### src/rtl/button_pkg.sv
// rtl/button_pkg.sv - shared types and helpers for the button bank debouncer
package button_pkg;

  typedef enum logic [1:0] {
    RELEASED        = 2'd0,
    CONFIRM_PRESS   = 2'd1,
    HELD            = 2'd2,
    CONFIRM_RELEASE = 2'd3
  } btn_state_e;

  typedef enum logic {
    MODE_TOGGLE    = 1'b0,
    MODE_MOMENTARY = 1'b1
  } btn_mode_e;

  function automatic int cnt_width(input int cycles);
    return (cycles < 1) ? 1 : $clog2(cycles + 1);
  endfunction

endpackage

### src/rtl/button_channel.sv
// rtl/button_channel.sv - one debounced button channel: synchronizer, confirm FSM,
// toggle register and press pulse
module button_channel
  import button_pkg::*;
#(
  parameter int DEBOUNCE_CYCLES = 4
) (
  input  logic clk,
  input  logic rst_n,
  input  logic button,
  input  logic mode,
  input  logic clr,
  output logic stateful_button,
  output logic press_pulse
);

  localparam int CW = cnt_width(DEBOUNCE_CYCLES);
  localparam bit DIRECT = (DEBOUNCE_CYCLES == 1);
  // The entry edge is the first candidate sample, so the counter tracks the rest.
  localparam logic [CW-1:0] CONFIRM_LAST =
    CW'((DEBOUNCE_CYCLES >= 2) ? DEBOUNCE_CYCLES - 2 : 0);

  logic          sync1_q, sync2_q;
  btn_state_e    state_q, state_d;
  logic [CW-1:0] cnt_q, cnt_d;
  logic          toggle_q, toggle_d;
  logic          pulse_q, pulse_d;
  logic          accept;

  always_ff @(posedge clk or negedge rst_n) begin
    if (!rst_n) begin
      sync1_q  <= 1'b0;
      sync2_q  <= 1'b0;
      state_q  <= RELEASED;
      cnt_q    <= '0;
      toggle_q <= 1'b0;
      pulse_q  <= 1'b0;
    end else begin
      sync1_q  <= button;
      sync2_q  <= sync1_q;
      state_q  <= state_d;
      cnt_q    <= cnt_d;
      toggle_q <= toggle_d;
      pulse_q  <= pulse_d;
    end
  end

  always_comb begin
    state_d = state_q;
    cnt_d   = cnt_q;
    accept  = 1'b0;
    unique case (state_q)
      RELEASED: begin
        if (sync2_q) begin
          cnt_d = '0;
          if (DIRECT) begin
            state_d = HELD;
            accept  = 1'b1;
          end else begin
            state_d = CONFIRM_PRESS;
          end
        end
      end
      CONFIRM_PRESS: begin
        if (!sync2_q) begin
          state_d = RELEASED;
          cnt_d   = '0;
        end else if (cnt_q == CONFIRM_LAST) begin
          state_d = HELD;
          cnt_d   = '0;
          accept  = 1'b1;
        end else begin
          cnt_d = cnt_q + CW'(1);
        end
      end
      HELD: begin
        if (!sync2_q) begin
          cnt_d   = '0;
          state_d = DIRECT ? RELEASED : CONFIRM_RELEASE;
        end
      end
      CONFIRM_RELEASE: begin
        if (sync2_q) begin
          state_d = HELD;
          cnt_d   = '0;
        end else if (cnt_q == CONFIRM_LAST) begin
          state_d = RELEASED;
          cnt_d   = '0;
        end else begin
          cnt_d = cnt_q + CW'(1);
        end
      end
      default: begin
        state_d = RELEASED;
        cnt_d   = '0;
      end
    endcase
    // clear dominates a coincident press; the pulse is still reported
    toggle_d = clr ? 1'b0 : (toggle_q ^ accept);
    pulse_d  = accept;
  end

  always_comb begin
    stateful_button = toggle_q;
    if (mode == MODE_MOMENTARY) begin
      stateful_button = (state_q == HELD) || (state_q == CONFIRM_RELEASE);
    end
    press_pulse = pulse_q;
  end

endmodule

### src/rtl/button_bank_fsm.sv
// rtl/button_bank_fsm.sv - bank of N_CH independent debounced button channels
module button_bank_fsm #(
  parameter int N_CH            = 4,
  parameter int DEBOUNCE_CYCLES = 4
) (
  input  logic            clk,
  input  logic            rst_n,
  input  logic [N_CH-1:0] button,
  input  logic [N_CH-1:0] mode,
  input  logic [N_CH-1:0] clr,
  output logic [N_CH-1:0] stateful_button,
  output logic [N_CH-1:0] press_pulse
);

  for (genvar g = 0; g < N_CH; g++) begin : g_ch
    button_channel #(
      .DEBOUNCE_CYCLES(DEBOUNCE_CYCLES)
    ) u_ch (
      .clk            (clk),
      .rst_n          (rst_n),
      .button         (button[g]),
      .mode           (mode[g]),
      .clr            (clr[g]),
      .stateful_button(stateful_button[g]),
      .press_pulse    (press_pulse[g])
    );
  end

endmodule
### config.mk
export PLATFORM = sky130hd
export DESIGN_NAME = button_bank_fsm
export DESIGN_NICKNAME = d
export VERILOG_FILES = /design/src/rtl/button_pkg.sv /design/src/rtl/button_channel.sv /design/src/rtl/button_bank_fsm.sv
export SDC_FILE = /design/constraint.sdc
export NUM_CORES = 1
export LEC_CHECK = 0
export ABC_AREA = 1
export CAP_MARGIN = 20
export CORE_ASPECT_RATIO = 0.9
export CORE_MARGIN = 4
export CORE_UTILIZATION = 48
export CTS_BUF_LIST = sky130_fd_sc_hd__clkbuf_16
export CTS_CLUSTER_SIZE = 14
export DETAILED_ROUTE_END_ITERATION = 10
export PLACE_DENSITY = 0.83
export SLEW_MARGIN = 20
export SYNTH_ARGS = -nofsm -noshare
export SYNTH_HDL_FRONTEND = slang
export SYNTH_HIERARCHICAL = 1
export SYNTH_SLANG_ARGS = --single-unit
### constraint.sdc
create_clock -name clk -period 1 [get_ports clk]
set_input_delay 0.3 -clock clk [delete_from_list [all_inputs] [get_ports clk]]
set_output_delay 0.3 -clock clk [all_outputs]
set_load 0.005 [all_outputs]
**Yosys cells after proc, flatten, opt, wreduce, memory -nomap -nowiden**

Index checks and enable logic that the tools add are counted.

- Flip-flop bits (word level): 36
- Input port bits: 14
- Word-level logic and storage cells: 152

- $add $sub $neg: 4
- Eq/ne operators: 32
- Muxes and demuxes: 72
- Bitwise gates (word level): 4
- Reductions and logical operators: 16

Operator list:

| operator | number |
|---|---|
| $mux W3 | 20 |
| $mux W2 | 24 |
| $pmux W3 S4 | 4 |
| $pmux W2 S4 | 4 |
| $mux W1 | 20 |
| $eq A2 B2 Y1 const B | 8 |
| $reduce_and A4 Y1 | 4 |
| $add A3 B1 Y3 const B | 4 |
| $eq A3 B2 Y1 const B | 4 |
| $ne A3 B1 Y1 const B | 4 |
| $ne A3 B3 Y1 const B | 4 |
| $eq A2 B1 Y1 const B | 4 |
| $logic_not A2 Y1 | 4 |
| $ne A2 B1 Y1 const B | 4 |
| $ne A2 B2 Y1 const B | 4 |
| $reduce_and A2 Y1 | 4 |
| $logic_or A1 B1 Y1 | 4 |
| $xor A1 B1 Y1 | 4 |

**Longest topological paths before layout**

Gate-level depths: netlist of the first run.

- Depth in word-level cells: 6
- Mapped depth: 7
- Mapped depth without buffers: 7

**Hierarchy**

The synthesis of the first run kept the hierarchy.

Modules (own cells, without submodules):

| module | times used | cells an instance | area an instance (um^2) | sequential area each (um^2) |
|---|---|---|---|---|
| button_channel at g_ch[1].u_ch ... | 3 | 46 | 410.4 | 225.2 |
| button_channel at g_ch[0].u_ch | 1 | 56 | 432.9 | 225.2 |

**Worst setup path after synthesis of the first run**

OpenSTA, ideal clock, no wires.

- Path kind: register to register
- Start: reg (tool-made name)
- End: reg g_ch[1].u_ch.cnt_q[1]
- Library setup time: 0.077 ns
- Data arrival time: 0.886 ns
- Required time: 0.923 ns
- Setup slack: 0.037 ns
- Stages on the path, launching flop included: 4
- Buffers on the path: 0
- Period minus slack after synthesis: 0.963 ns
- Cells stage by stage: dfrtp_1 xnor2_2 nand2_1 o21ai_1

RTL lines:

| what | line | text |
|---|---|---|
| end signal: assignment | button_channel.sv:42 | `cnt_q <= cnt_d;` |
| end: declaration | button_channel.sv:25 | `logic [CW-1:0] cnt_q, cnt_d;` |

==> results.md, run 1 <==
* Status: finished, violations left
* Failing checks: setup timing
* DRT antenna net count at 0
* Int Power at 3940 µW
* Placed Cells at 283
* Area delta synth->final at 50.08%
* Yosys warns at 6
* Share of cells above drive strength 1 at ~47%
* CTS Buffer Depth at 2
* Tightest Pin Transition at 0.2644 ns
* Root buffer cell: clkbuf_16
* Vias in the first global route at 1,548
* Fin crit share at 123.3%
* IO Count at 22
* Die height at 63.86 µm
* DR iter-0 viols at between 40 and 50
* CTS buffer count at 5
* Worst-Skew Late Latency at 0.28 ns
* Startpoint types: flip-flop
* Gate Count Post-Synth at 194
* #FFs+latches synth at 36
* Synthesized net count at 208
* Crit Path Class: reg2out
* TritonCTS clock tree: yes
* H-tree levels at 2
* Comb pwr share at 43.9%
* Crit path DAT at 0.93 ns
* Final non-filler cell total at 303
* FP Rows at 20
* Max Freq at 810.8 MHz
* LEAKAGE at 0.001233 µW
* Core ar. at 3353 µm²
* Routed WL at 4032 µm
* Most common cell after layout, fill and taps aside: nand2_1
* Largest net degree at the start of global routing at 37
* R2r endpoint: g_ch[3].u_ch/cnt_q[2]
* Worst Hold Depth at 0
* Tot GR Track Use at around 19%
* Via-to-Cell Ratio at roughly 4.9
* Post-Syn Area at about 1700 µm²
* Synth unique cells at 17
* Final min period at 1.233 ns
* Fin. Hold Viols at 0
* Switching share of power at between 30% and 40%
* Share of power burned in registers at 32.9%
* Clock sinks at 36
* Antenna cells at 0
* Clock Pin Slew Worst Setup and Hold Paths at 0.05 ns
* CP Cell Sequence: nand2_1 -> o21ai_2 -> buf_2
* HP Start: g_ch[1].u_ch/sync1_q
* Peak supply drop at roughly 0.0017 V
* First-pass GRT wire length at 6651 µm
* Seq/Total Area, Yosys at a little over half
* Vias at between 1,000 and 1,500
* Final GP Congestion at 0.8370
* Total grt overflow at 0
* Max incr delay on CP at 0.40 ns
* PwrDens at 2507 nW/µm²
* CP Capture Type: primary output
* Setup ws final at -0.2333 ns
* Skew final at 0.002162 ns
* Crit-path max FO at 2
* Slowest CP cell: dfrtp_1
* Initial Utilization at slightly below 50%
* Syn avg cell area at ~8.6 µm²
* Post-layout util at between 70% and 80%
* Switching pwr at 2321 µW
* RSZ-0062 raised after global routing: yes
* Initial antenna violation count at 0
* Detailed Routing Iterations Pass 1 at 4
* Worst r2r path cells at 6
* Clock power share at between 20 and 25%
* Slew Limit Headroom at 82.19%
* Residual DRC at 0
* Max-cap viol count at 0
* Count of input and output buffers at 21
* WL/cell at 13.31 µm
* Fin. max-slew vios at 0
* CP required at 0.70 ns
* Final HPWL DP at 2368 µm
* Hold Crit Class: reg2reg
* Most frequent cells in the layout: nand2_1 (38), dfrtp_1 (33), buf_4 (30)
* R2r setup slk at -0.20 ns
* WHS Endpoint: g_ch[1].u_ch/sync2_q
* Die area at between 4000 and 5000 µm²
* Nets@finish at 273
* Setup-failing EPs final at 27
* Die W at approximately 70 µm
## routing by layer
| layer | track usage, % | wire, µm |
|---|---|---|
| met1 | 18.80 | 1449 |
| met2 | 36.32 | 2259 |
| met3 | 6.604 | 219 |
| met4 | 9.809 | 103 |
| met5 | 0 | 0 |
## how the worst max path moves through the flow
stage | startpoint | to | slack [ns]
floorplan | flip-flop | g_ch[1].u_ch/cnt_q[1] | 0.04
detailed placement | mode[1] | stateful_button[1] | -0.76
CTS | flip-flop | stateful_button[3] | -0.24
finish | flip-flop | stateful_button[0] | -0.23
global placement | mode[2] | stateful_button[2] | -0.73
global route | g_ch[1].u_ch/toggle_q | stateful_button[1] | -0.29
## synthesized netlist by cell type, drive strengths merged
master / number / area (µm²)
o21ai: 18 / 116.4
dfrtp: 36 / 900.9
xor2: 3 / 26.28
a21oi: 5 / 25.02
xnor2: 3 / 48.80
buf: 1 / 11.26
nand3: 6 / 30.03
nand4: 6 / 37.54
inv: 31 / 116.4
nand2: 51 / 196.4
nor2: 34 / 155.1
## power by group through the flow
stage,Sequential (µW),Clock [µW],Combinational (µW)
after floorplan,2020,0,1230
after global placement,2020,0,1930
after detailed placement,2040,0,2010
after CTS,2060,1490,2420
after global routing,2100,1550,3030
final,2060,1450,2750
## cell type report
| class | count | area [µm²] |
|---|---|---|
| clock inverter | 2 | 7.507 |
| multi-input combinational | 126 | 805.8 |
| sequential | 36 | 904.6 |
| inverter | 31 | 116.4 |
| timing repair buffer | 59 | 483.0 |
| tap | 44 | 55.05 |
| clock buffer | 5 | 125.1 |
| fill | 236 | 855.8 |
## through the flow
step           total power [µW]  hold slack, ns  setup slack [ns]  setup TNS (ns)  instance area [µm²]
2_1_floorplan              3252        0.004409           0.03735               0                 1664
3_3_place_gp               3952          0.2746           -0.7271          -4.353                 2113
3_5_place_dp               4054          0.2785           -0.7593          -4.931                 2113
4_1_cts                    5968          0.3469           -0.2397          -2.479                 2366
5_1_grt                    6681          0.3533           -0.2889          -4.153                 2497
6_report                   6261          0.3457           -0.2333          -2.344                 2497
## critical path, delay by kind of cell (launching register included)
family / cells / cell delay (ns)
AND/OR/NAND/NOR: 1 / 0.08
buffers and inverters: 1 / 0.12
AO/OA/AOI/OAI: 1 / 0.05
flip-flops: 1 / 0.40
## timing repair
action / 4_1_cts / 5_1_grt
setup buffers: 6 / 9
pin swaps: 19 / 18
gates resized for setup: 70 / 38
endpoints found under the setup margin: 29 / 33
endpoints found under the hold margin: 36 / 0
hold buffers: 1 / 0
cloned: 0 / 0
## logic make-up after synthesis
| family | count (synthesis) | share of synthesized area [%] |
|---|---|---|
| flops | 36 | 54.14 |
| buf+inv | 32 | 7.669 |
| compound gates | 23 | 8.496 |
| xor+xnor | 6 | 4.512 |
| simple gates | 97 | 25.19 |
Note: power is estimated with default switching activity, not from simulation.
==> run 2, diff against run 1 <==
ABC_AREA = not set   (was 1)
==> run 2 against run 1 <==
Effect of this change:
- the flow still finishes with violations (setup timing)
- cell count fell by 23%
- die area fell by 4.1%
- synthesized cell count fell by 38%
- area after synthesis fell by 4.7%
- clock skew rose by 0.0023 ns
- count of clock-buffer cells in the layout did not move
- final area fell by 1.1%
==> results.md, run 2 <==
* #FFs+latches synth at 36 (unchanged)
* Nets@finish at 204 (-25%)
* Detailed Routing Iterations Pass 1 at 4 (unchanged)
* Die height at 62.54 µm (-2.1%)
* Fin crit share at 138.2% (+15 points)
* Residual DRC at 0 (unchanged)
* Dominant synthesized flop cell: dfrtp_1
* Clock sinks at 36 (unchanged)
* Fin area at 2471 µm² (-1.1%)
* Fin. Hold Viols at 0 (unchanged)
* Synth unique cells at 16 (-1)
* Antenna cells at 0 (unchanged)
* Worst r2r path cells at 3 (-3)
* R2r setup slk at -0.38 ns (-0.18 ns)
* Seq/Total Area, Yosys at 56.78% (+2.6 points)
* Largest cells by area after synthesis: dfrtp_1 (57%), nor2b_1 (4.7%), or3b_1 (4.4%)
* Die area at 4290 µm² (-4.1%)
* RSZ-0062 raised after global routing: yes
* Post-Syn Area at 1587 µm² (-4.7%)
* FP Rows at 19 (-5.0%)
* Top delay family on crit path: simple AND/OR/NAND/NOR gates
* Status: finished, violations left
* Share of cells above drive strength 1 at 45.55% (-1.6 points)
* Startpoint types: flip-flop
* Post-layout util at 79.35% (+4.9 points)
* Failing checks: setup timing
* Die W at 68.60 µm (-2.1%)
* Max-cap viol count at 0 (unchanged)
* Final min period at 1.382 ns (+0.1483 ns)
* CTS Buffer Depth at 2 (unchanged)
* Peak supply drop at 0.001866 V (+8.1%)
* Max incr delay on CP at 0.39 ns (about the same)
* CTS buffer count at 5 (unchanged)
* Post-synth EDFFs at 0 (unchanged)
* Routed WL at 4416 µm (+9.5%)
* Initial Utilization at 50.94% (+1.3 points)
* DRT antenna net count at 0 (unchanged)
* Synth top area share at 56.78% (+2.6 points)
* Synthesized net count at 134 (-36%)
* Worst-Skew Late Latency at 0.28 ns (about the same)
* Vias at 1,324 (-10%)
* Final GP Congestion at 0.6886 (-18%)
* Setup ws final at -0.3816 ns (-0.1483 ns)
* Worst Hold Depth at 0 (unchanged)
* Crit Path Class: reg2reg
* Gate Count Post-Synth at 120 (-38%)
* Crit path DAT at 1.54 ns (+0.61 ns)
* Via-to-Cell Ratio at 5.682 (+16%)
* Area delta synth->final at 55.76%
* Max Freq at 723.8 MHz (-11%)
* Skew final at 0.004426 ns (+0.002265 ns)
* Crit-path max FO at 2 (unchanged)
* LEAKAGE at 0.001122 µW (-9.0%)
* Dominant cell type by area after synthesis: dfrtp_1
* First-pass GRT wire length at 6568 µm (-1.2%)
* Vias in the first global route at 1,347 (-13%)
* Ys async rst share at 100.0% (unchanged)
* Total grt overflow at 0 (unchanged)
* Post-synth top cells: dfrtp_1 (36), nor2b_1 (12)
* Count of input and output buffers at 21 (unchanged)
* Slowest CP cell: dfrtp_1
* TritonCTS clock tree: yes
* CP Capture Type: flip-flop
* Levels on crit path at 3 (unchanged)
* Most common cell after layout, fill and taps aside: dfrtp_1
* Tightest Pin Transition at 0.2592 ns (-0.005214 ns)
* Core ar. at 3114 µm² (-7.1%)
* Cell Area, Placed at 2064 µm² (-2.3%)
* WL/cell at 18.95 µm (+42%)
* Hold slack at 0.3445 ns (-0.001220 ns)
* Clock Pin Slew Worst Setup and Hold Paths at 0.05 ns (about the same)
* Hold Crit Class: reg2reg
* CP required at 1.16 ns (+0.46 ns)
* PwrDens at 2484 nW/µm² (-0.91%)
* Setup-failing EPs final at 34 (+26%)
* IO Count at 22 (unchanged)
* Slew Limit Headroom at 82.69% (+0.51 points)
* DR iter-0 viols at 185 (+290%)
* Most frequent cells in the layout: dfrtp_1 (34), buf_4 (29), buf_6 (16)
* Largest net degree at the start of global routing at 37 (unchanged)
* H-tree levels at 2 (unchanged)
* Most common cell in the netlist: dfrtp_1
* Tot GR Track Use at 20.99% (+1.6 points)
* Syn avg cell area at 13.22 µm² (+54%)
* Worst path buffer plus inverter count at 0 (-1)
* Root buffer cell: clkbuf_16
* Final HPWL DP at 2394 µm (+1.1%)
* Fin. max-slew vios at 0 (unchanged)
* CP Cell Sequence: and4bb_4 -> and3b_4 -> mux2_4
* Initial antenna violation count at 0 (unchanged)
* Yosys warns at 6 (unchanged)
run 2: cell count changes in the layout (fill, tap and decap cells not counted), sizes merged, moves of 5 or more:
cell and delta:
nor2b +12, nor2 -26, nand2 -47, o21ai -18, inv -29, o211ai +8, mux2 +12, or3b +8
a21oi -5
run 2: cell type report:
cell class | instances | area, µm²
Multi-Input combinational cell | 84 | 815.8
Timing Repair Buffer | 63 | 563.0
Sequential cell | 36 | 903.4
Tap cell | 42 | 52.55
Fill cell | 154 | 643.1
Clock inverter | 3 | 11.26
Clock buffer | 5 | 125.1
run 2: worst paths after layout:
kind / from / end
setup reg to reg: g_ch[1].u_ch/cnt_q[0] / g_ch[1].u_ch/toggle_q
setup / recovery: g_ch[1].u_ch/cnt_q[0] / g_ch[1].u_ch/toggle_q
max in group asynchronous: rst_n / g_ch[0].u_ch/sync2_q
min in group asynchronous: rst_n / g_ch[3].u_ch/press_pulse
hold / removal: g_ch[1].u_ch/sync1_q / g_ch[1].u_ch/sync2_q
hold reg to reg: g_ch[1].u_ch/sync1_q / g_ch[1].u_ch/sync2_q
run 2: cells by family after synthesis:
logic type | Yosys count | share of synthesized area [%]
flops | 36 | 56.78
xor+xnor | 4 | 2.208
mux | 12 | 9.463
compound gates | 12 | 6.309
simple gates | 56 | 25.24
run 2: what timing repair did:
| item | CTS | global route |
|---|---|---|
| gates resized for setup | 63 | 13 |
| hold buffers | 0 | 0 |
| buffers inserted | 12 | 10 |
| endpoints found under the setup margin | 35 | 36 |
| cloned | 0 | 0 |
| pin swaps | 4 | 3 |
run 2: power breakdown:
group	internal, µW	switching [µW]
clock network	895	564
registers	1780	234
logic	1520	1150
run 2: worst register-to-register path, delay by kind of cell, from the launching register on:
family	cells	cell delay (ns)
flops	1	0.39
simple gates	2	0.56
mux	1	0.30
run 2: metrics by stage:
stage	power, µW	cells	setup TNS (ns)	setup WS, ns
after floorplan	2920	120	-2.926	-0.3219
after global placement	3637	206	-8.009	-0.8679
after detailed placement	3832	206	-9.093	-0.8578
after CTS	5747	226	-6.541	-0.3644
after global routing	6445	233	-8.447	-0.4087
final	6139	233	-7.264	-0.3816
run 2: metal layers:
layer | wire length [µm] | vias up | track usage (%) | share of wire (%)
met2 | 2364 | 63 | 35.28 | 54
met4 | 106 | 0 | 5.707 | 2.4
met3 | 270 | 17 | 7.914 | 6.1
met5 | 0 | - | 0 | 0
li1 | - | 581 | - | -
met1 | 1675 | 663 | 24.50 | 38
